<file path="src/rtl/tl_buffer_pkg.sv">
// Shared constants and width helpers for the TileLink-style channel buffer.
package tl_buffer_pkg;

    localparam int DEF_NCH   = 5;
    localparam int DEF_W     = 64;
    localparam int DEF_DEPTH = 2;
    localparam bit DEF_PIPE  = 1'b0;
    localparam bit DEF_FLOW  = 1'b0;

    // Width of an occupancy counter able to hold 0..depth; at least one bit
    // so a DEPTH=0 (wire) configuration still has a legal count port.
    function automatic int cnt_width(input int depth);
        return (depth < 1) ? 1 : $clog2(depth + 1);
    endfunction

    // Width of a storage pointer indexing 0..depth-1; at least one bit.
    function automatic int ptr_width(input int depth);
        return (depth < 2) ? 1 : $clog2(depth);
    endfunction

endpackage

</file>
<file path="src/rtl/tl_chan_queue.sv">
// Single-channel ready/valid queue with optional pipe and flow bypass.
module tl_chan_queue
    import tl_buffer_pkg::*;
#(
    parameter int W        = DEF_W,
    parameter int DEPTH    = DEF_DEPTH,
    parameter bit PIPE     = DEF_PIPE,
    parameter bit FLOW     = DEF_FLOW,
    parameter int AF_LEVEL = DEPTH - 1,
    localparam int CW      = cnt_width(DEPTH)
) (
    input  logic          clock,
    input  logic          reset,
    input  logic          in_valid,
    output logic          in_ready,
    input  logic [W-1:0]  in_data,
    output logic          out_valid,
    input  logic          out_ready,
    output logic [W-1:0]  out_data,
    output logic [CW-1:0] count,
    output logic          almost_full
);

    generate
        if (DEPTH == 0) begin : g_wire
            assign in_ready    = reset & out_ready;
            assign out_valid   = reset & in_valid;
            assign out_data    = in_data;
            assign count       = '0;
            assign almost_full = 1'b0;
        end else begin : g_fifo
            localparam int PW = ptr_width(DEPTH);
            localparam logic [PW-1:0] LAST = PW'(DEPTH - 1);
            localparam logic [CW-1:0] FULL = CW'(DEPTH);

            logic [W-1:0]  mem [DEPTH];
            logic [PW-1:0] wr_ptr;
            logic [PW-1:0] rd_ptr;
            logic [CW-1:0] cnt;
            logic          is_full;
            logic          is_empty;
            logic          enq;
            logic          deq;
            logic          bypass;
            logic          do_write;
            logic          do_read;

            assign is_full  = (cnt == FULL);
            assign is_empty = (cnt == '0);

            // Ready never depends on in_valid; PIPE only adds out_ready.
            assign in_ready  = reset & (~is_full | (PIPE & out_ready & is_full));
            assign out_valid = reset & (~is_empty | (FLOW & in_valid & is_empty));
            assign out_data  = (FLOW && is_empty) ? in_data : mem[rd_ptr];

            assign enq      = in_valid & in_ready;
            assign deq      = out_valid & out_ready;
            assign bypass   = FLOW & is_empty & enq & deq;
            assign do_write = enq & ~bypass;
            assign do_read  = deq & ~bypass;

            assign count       = cnt;
            assign almost_full = reset & (int'(cnt) >= AF_LEVEL);

            // Storage array is written on accepted, non-bypassed input; never cleared.
            always_ff @(posedge clock) begin
                if (do_write) begin
                    mem[wr_ptr] <= in_data;
                end
            end

            // Pointer and occupancy bookkeeping with non-power-of-two wrap.
            always_ff @(posedge clock) begin
                if (!reset) begin
                    wr_ptr <= '0;
                    rd_ptr <= '0;
                    cnt    <= '0;
                end else begin
                    if (do_write) begin
                        wr_ptr <= (wr_ptr == LAST) ? '0 : wr_ptr + 1'b1;
                    end
                    if (do_read) begin
                        rd_ptr <= (rd_ptr == LAST) ? '0 : rd_ptr + 1'b1;
                    end
                    case ({do_write, do_read})
                        2'b10:   cnt <= cnt + 1'b1;
                        2'b01:   cnt <= cnt - 1'b1;
                        default: cnt <= cnt;
                    endcase
                end
            end
        end
    endgenerate

endmodule

</file>
<file path="src/rtl/tl_channel_buffer.sv">
// NCH independent channel queues sharing one clock and reset.
module tl_channel_buffer
    import tl_buffer_pkg::*;
#(
    parameter int NCH      = DEF_NCH,
    parameter int W        = DEF_W,
    parameter int DEPTH    = DEF_DEPTH,
    parameter bit PIPE     = DEF_PIPE,
    parameter bit FLOW     = DEF_FLOW,
    parameter int AF_LEVEL = DEPTH - 1,
    localparam int CW      = cnt_width(DEPTH)
) (
    input  logic              clock,
    input  logic              reset,
    input  logic [NCH-1:0]    in_valid,
    output logic [NCH-1:0]    in_ready,
    input  logic [NCH*W-1:0]  in_data,
    output logic [NCH-1:0]    out_valid,
    input  logic [NCH-1:0]    out_ready,
    output logic [NCH*W-1:0]  out_data,
    output logic [NCH*CW-1:0] count,
    output logic [NCH-1:0]    almost_full
);

    for (genvar i = 0; i < NCH; i++) begin : g_chan
        tl_chan_queue #(
            .W        (W),
            .DEPTH    (DEPTH),
            .PIPE     (PIPE),
            .FLOW     (FLOW),
            .AF_LEVEL (AF_LEVEL)
        ) u_queue (
            .clock       (clock),
            .reset       (reset),
            .in_valid    (in_valid[i]),
            .in_ready    (in_ready[i]),
            .in_data     (in_data[i*W +: W]),
            .out_valid   (out_valid[i]),
            .out_ready   (out_ready[i]),
            .out_data    (out_data[i*W +: W]),
            .count       (count[i*CW +: CW]),
            .almost_full (almost_full[i])
        );
    end

endmodule

</file>
<file path="config.mk">
export PLATFORM = sky130hd
export DESIGN_NAME = tl_channel_buffer
export DESIGN_NICKNAME = d
export VERILOG_FILES = /design/src/rtl/tl_buffer_pkg.sv /design/src/rtl/tl_chan_queue.sv /design/src/rtl/tl_channel_buffer.sv
export SDC_FILE = /design/constraint.sdc
export NUM_CORES = 1
export LEC_CHECK = 0
export ABC_AREA = 1
export CORE_MARGIN = 2
export CORE_UTILIZATION = 36
export DETAILED_ROUTE_END_ITERATION = 7
export PLACE_DENSITY = 0.65
export SLEW_MARGIN = 20
export SYNTH_ARGS = -nofsm -noshare
export SYNTH_HDL_FRONTEND = slang
export SYNTH_HIERARCHICAL = 1
export SYNTH_SLANG_ARGS = --single-unit
</file>
<file path="constraint.sdc">
create_clock -name clock -period 4.8 [get_ports clock]
set_input_delay 0.48 -clock clock [delete_from_list [all_inputs] [get_ports clock]]
set_output_delay 0.48 -clock clock [all_outputs]
set_load 0.01 [all_outputs]
</file>
==> run metrics <==
root buffer cell clkbuf_16; Sinks on Clock Net 665; PwrDens 387 nW/um2; Max Cap Viol 0; Post-synth EDFFs 640; sequential area share after synthesis 73.1%; reg-to-reg startpoint g_chan[0].u_queue/count[0]; postcts setup bufs 0; fin nets 2933; RSZ-0062 raised after global routing no; die area 77200 um2; share of the synthesized area in the top cell type 71.2%; DRT Pass-1 Iters 5; routability cong. 0.825; GR Util met1 17.5%; Slew @ Worst Pin 0.969 ns; Max stage delay on crit path 0.97 ns; syn_nets 2242; status finished, final reports clean; Synth Cell Area 27000 um2; main flop type after synthesis edfxtp_1; skew final 0.0239 ns; initial antenna violation count 16; YS warnings 6; cts hold-fix bufs 0; leakage 0.0134 uW; row cnt 100; fill count 6345; Final min period 3.37 ns; clk_lat worst skew 0.60 ns; vias per cell 4.46; via count 16154; Rel. slew slack 35.4%; Synth Register Bits 665; CTS max path bufs 3; vias in the first global route 16411; Total GRT Usage 16.2%; Final Hold Fails 0; Area after DPL 34100 um2; number of I/O port buffers 676; most frequent cells in the layout clkdlybuf4s50_1, edfxtp_1, inv_1, nand2_1, o21ai_2; post-route setup TNS 0 ns; Core Area 74300 um2; Clock Pin Slew Worst Setup and Hold Paths 0.06 ns; Req. time, crit path 4.32 ns; H-Tree Depth 3; largest net degree at the start of global routing 76; largest area contributor in the netlist edfxtp_1; Post-Syn Instances 1895; first-pass GRT wire length 95200 um; syn avg cell area 14.2 um2; met2 Use GR 28.5%; DRT iter0 DRCs 801; I/O pin count 677; post-CTS resize count 0; Die Y 278 um; wire per inst 17.6 um; critical path endpoint category output pin; M3 GR Usage 5.41%; most common cell after layout, fill and taps aside clkdlybuf4s50_1; Tcrit/Tclk final 70.2%; CP max stage cell dfxtp_4; GRT Max-Usage Layer met2; Congestion Overflow GR 0; drt drc 0; CP Max Fanout 75; final setup vio count 0; layout cells sized above 1 18.4%; hpwl dp 45900 um; Synth area leaders edfxtp_1, o21ai_2, inv_1; critical path class flop to output pin; peak supply drop 0.304 mV; asr flop ratio synth 0%; Layout area overhead 35.2%; CP arrival 2.89 ns; final instance area 36500 um2; Synth cell types 19; cells along the critical path buf_4 -> nand2_1 -> o21ai_2 -> clkdlybuf4s50_1; post-route ant nets 0; Setup crit start kind flop; CTS tree done; Min-Delay Path Class input port to flop; Num CTS Buffers 72; Die W 278 um; Max Slew Vio Count 0; min-delay src in_data[174]; Starting Density 36.3%; fmax 297 MHz; final wirelength 63600 um
metal layers:
| metal | vias up | part of all wire, % | wire (um) |
|---|---|---|---|
| li1 | 7854 | - | - |
| met1 | 7644 | 36 | 23200 |
| met2 | 513 | 52 | 32800 |
| met3 | 137 | 8.1 | 5130 |
| met4 | 6 | 3.9 | 2460 |
| met5 | - | 0.063 | 40 |
cell type report:
| cell class | count | area (um2) | area share (%) |
|---|---|---|---|
| flip-flops and latches | 665 | 19700 | 54.1 |
| well taps | 969 | 1210 | 3.32 |
| diodes | 13 | 32.5 | 0.0892 |
| clock buffers | 92 | 1920 | 5.26 |
| inverters | 390 | 1460 | 4.01 |
| repair buffers | 697 | 6960 | 19.1 |
| clock inverters | 39 | 380 | 1.04 |
| multi-input cells | 760 | 4770 | 13.1 |
state kept, by name, summed over array words and instances, names as in the netlist, named ones only:
| register | cells |
|---|---|
| g_chan.u_queue/count | 10 |
| g_chan.u_queue/g_fifo.rd_ptr | 5 |
| g_chan.u_queue/g_fifo.mem | 640 |
| g_chan.u_queue/g_fifo.wr_ptr | 5 |
path summary, 6_finish.rpt:
kind / endpoint / slack, ns / cells after the start
worst max-delay path: out_data[226] / 1.43 / 4
worst min-delay path: g_chan[2].u_queue/g_fifo.mem[0][46] / 0.45 / 1
worst max register to register: g_chan[0].u_queue/g_fifo.mem[0][20] / 2.37 / 6
worst min register to register: flop / 0.52 / 4
cells in the mapped netlist (10+ instances only):
cell / instances
a21oi_1: 10
buf_12: 15
buf_4: 10
buf_6: 35
buf_8: 15
dfxtp_1: 25
edfxtp_1: 640
ha_1: 15
inv_1: 390
nand2_1: 335
nand2_2: 20
nand4_1: 10
nor2_1: 30
o21ai_2: 320
logic make-up (layout without fill, tap and decap cells):
kind of cell | Yosys count | in the layout | synth area share [%]
buffers and inverters | 470 | 1218 | 9.37
other | 0 | 13 | 0
AND/OR/NAND/NOR | 410 | 410 | 6.19
AO/OA/AOI/OAI | 335 | 335 | 10.7
flip-flops | 665 | 665 | 73.1
adder cells (fa/ha/maj) | 15 | 15 | 0.696
worst max-delay path: cells and delay by family, from the launching register on:
family | cells | cell delay, ns
AO/OA/AOI/OAI | 1 | 0.09
AND/OR/NAND/NOR | 1 | 0.12
buffers and inverters | 2 | 1.08
flip-flops | 1 | 0.97
per-stage QoR:
stage	hold WS (ns)	utilization [%]	worst slack, ns	total power, uW	cells
CTS	0.392	49.0	1.33	14300	3612
detailed placement	0.519	45.9	1.80	8930	3481
global route	0.414	49.1	1.16	14700	3625
global placement	0.512	45.9	1.89	8890	3481
floorplan	0.501	-	0.825	7850	1895
finish	0.454	49.1	1.43	14100	3625
report_power, final:
part	internal, uW	switching (uW)
combinational	1020	973
sequential	6660	132
clock	3120	2220
total	10800	3330
(Power assumes the default switching activity.)
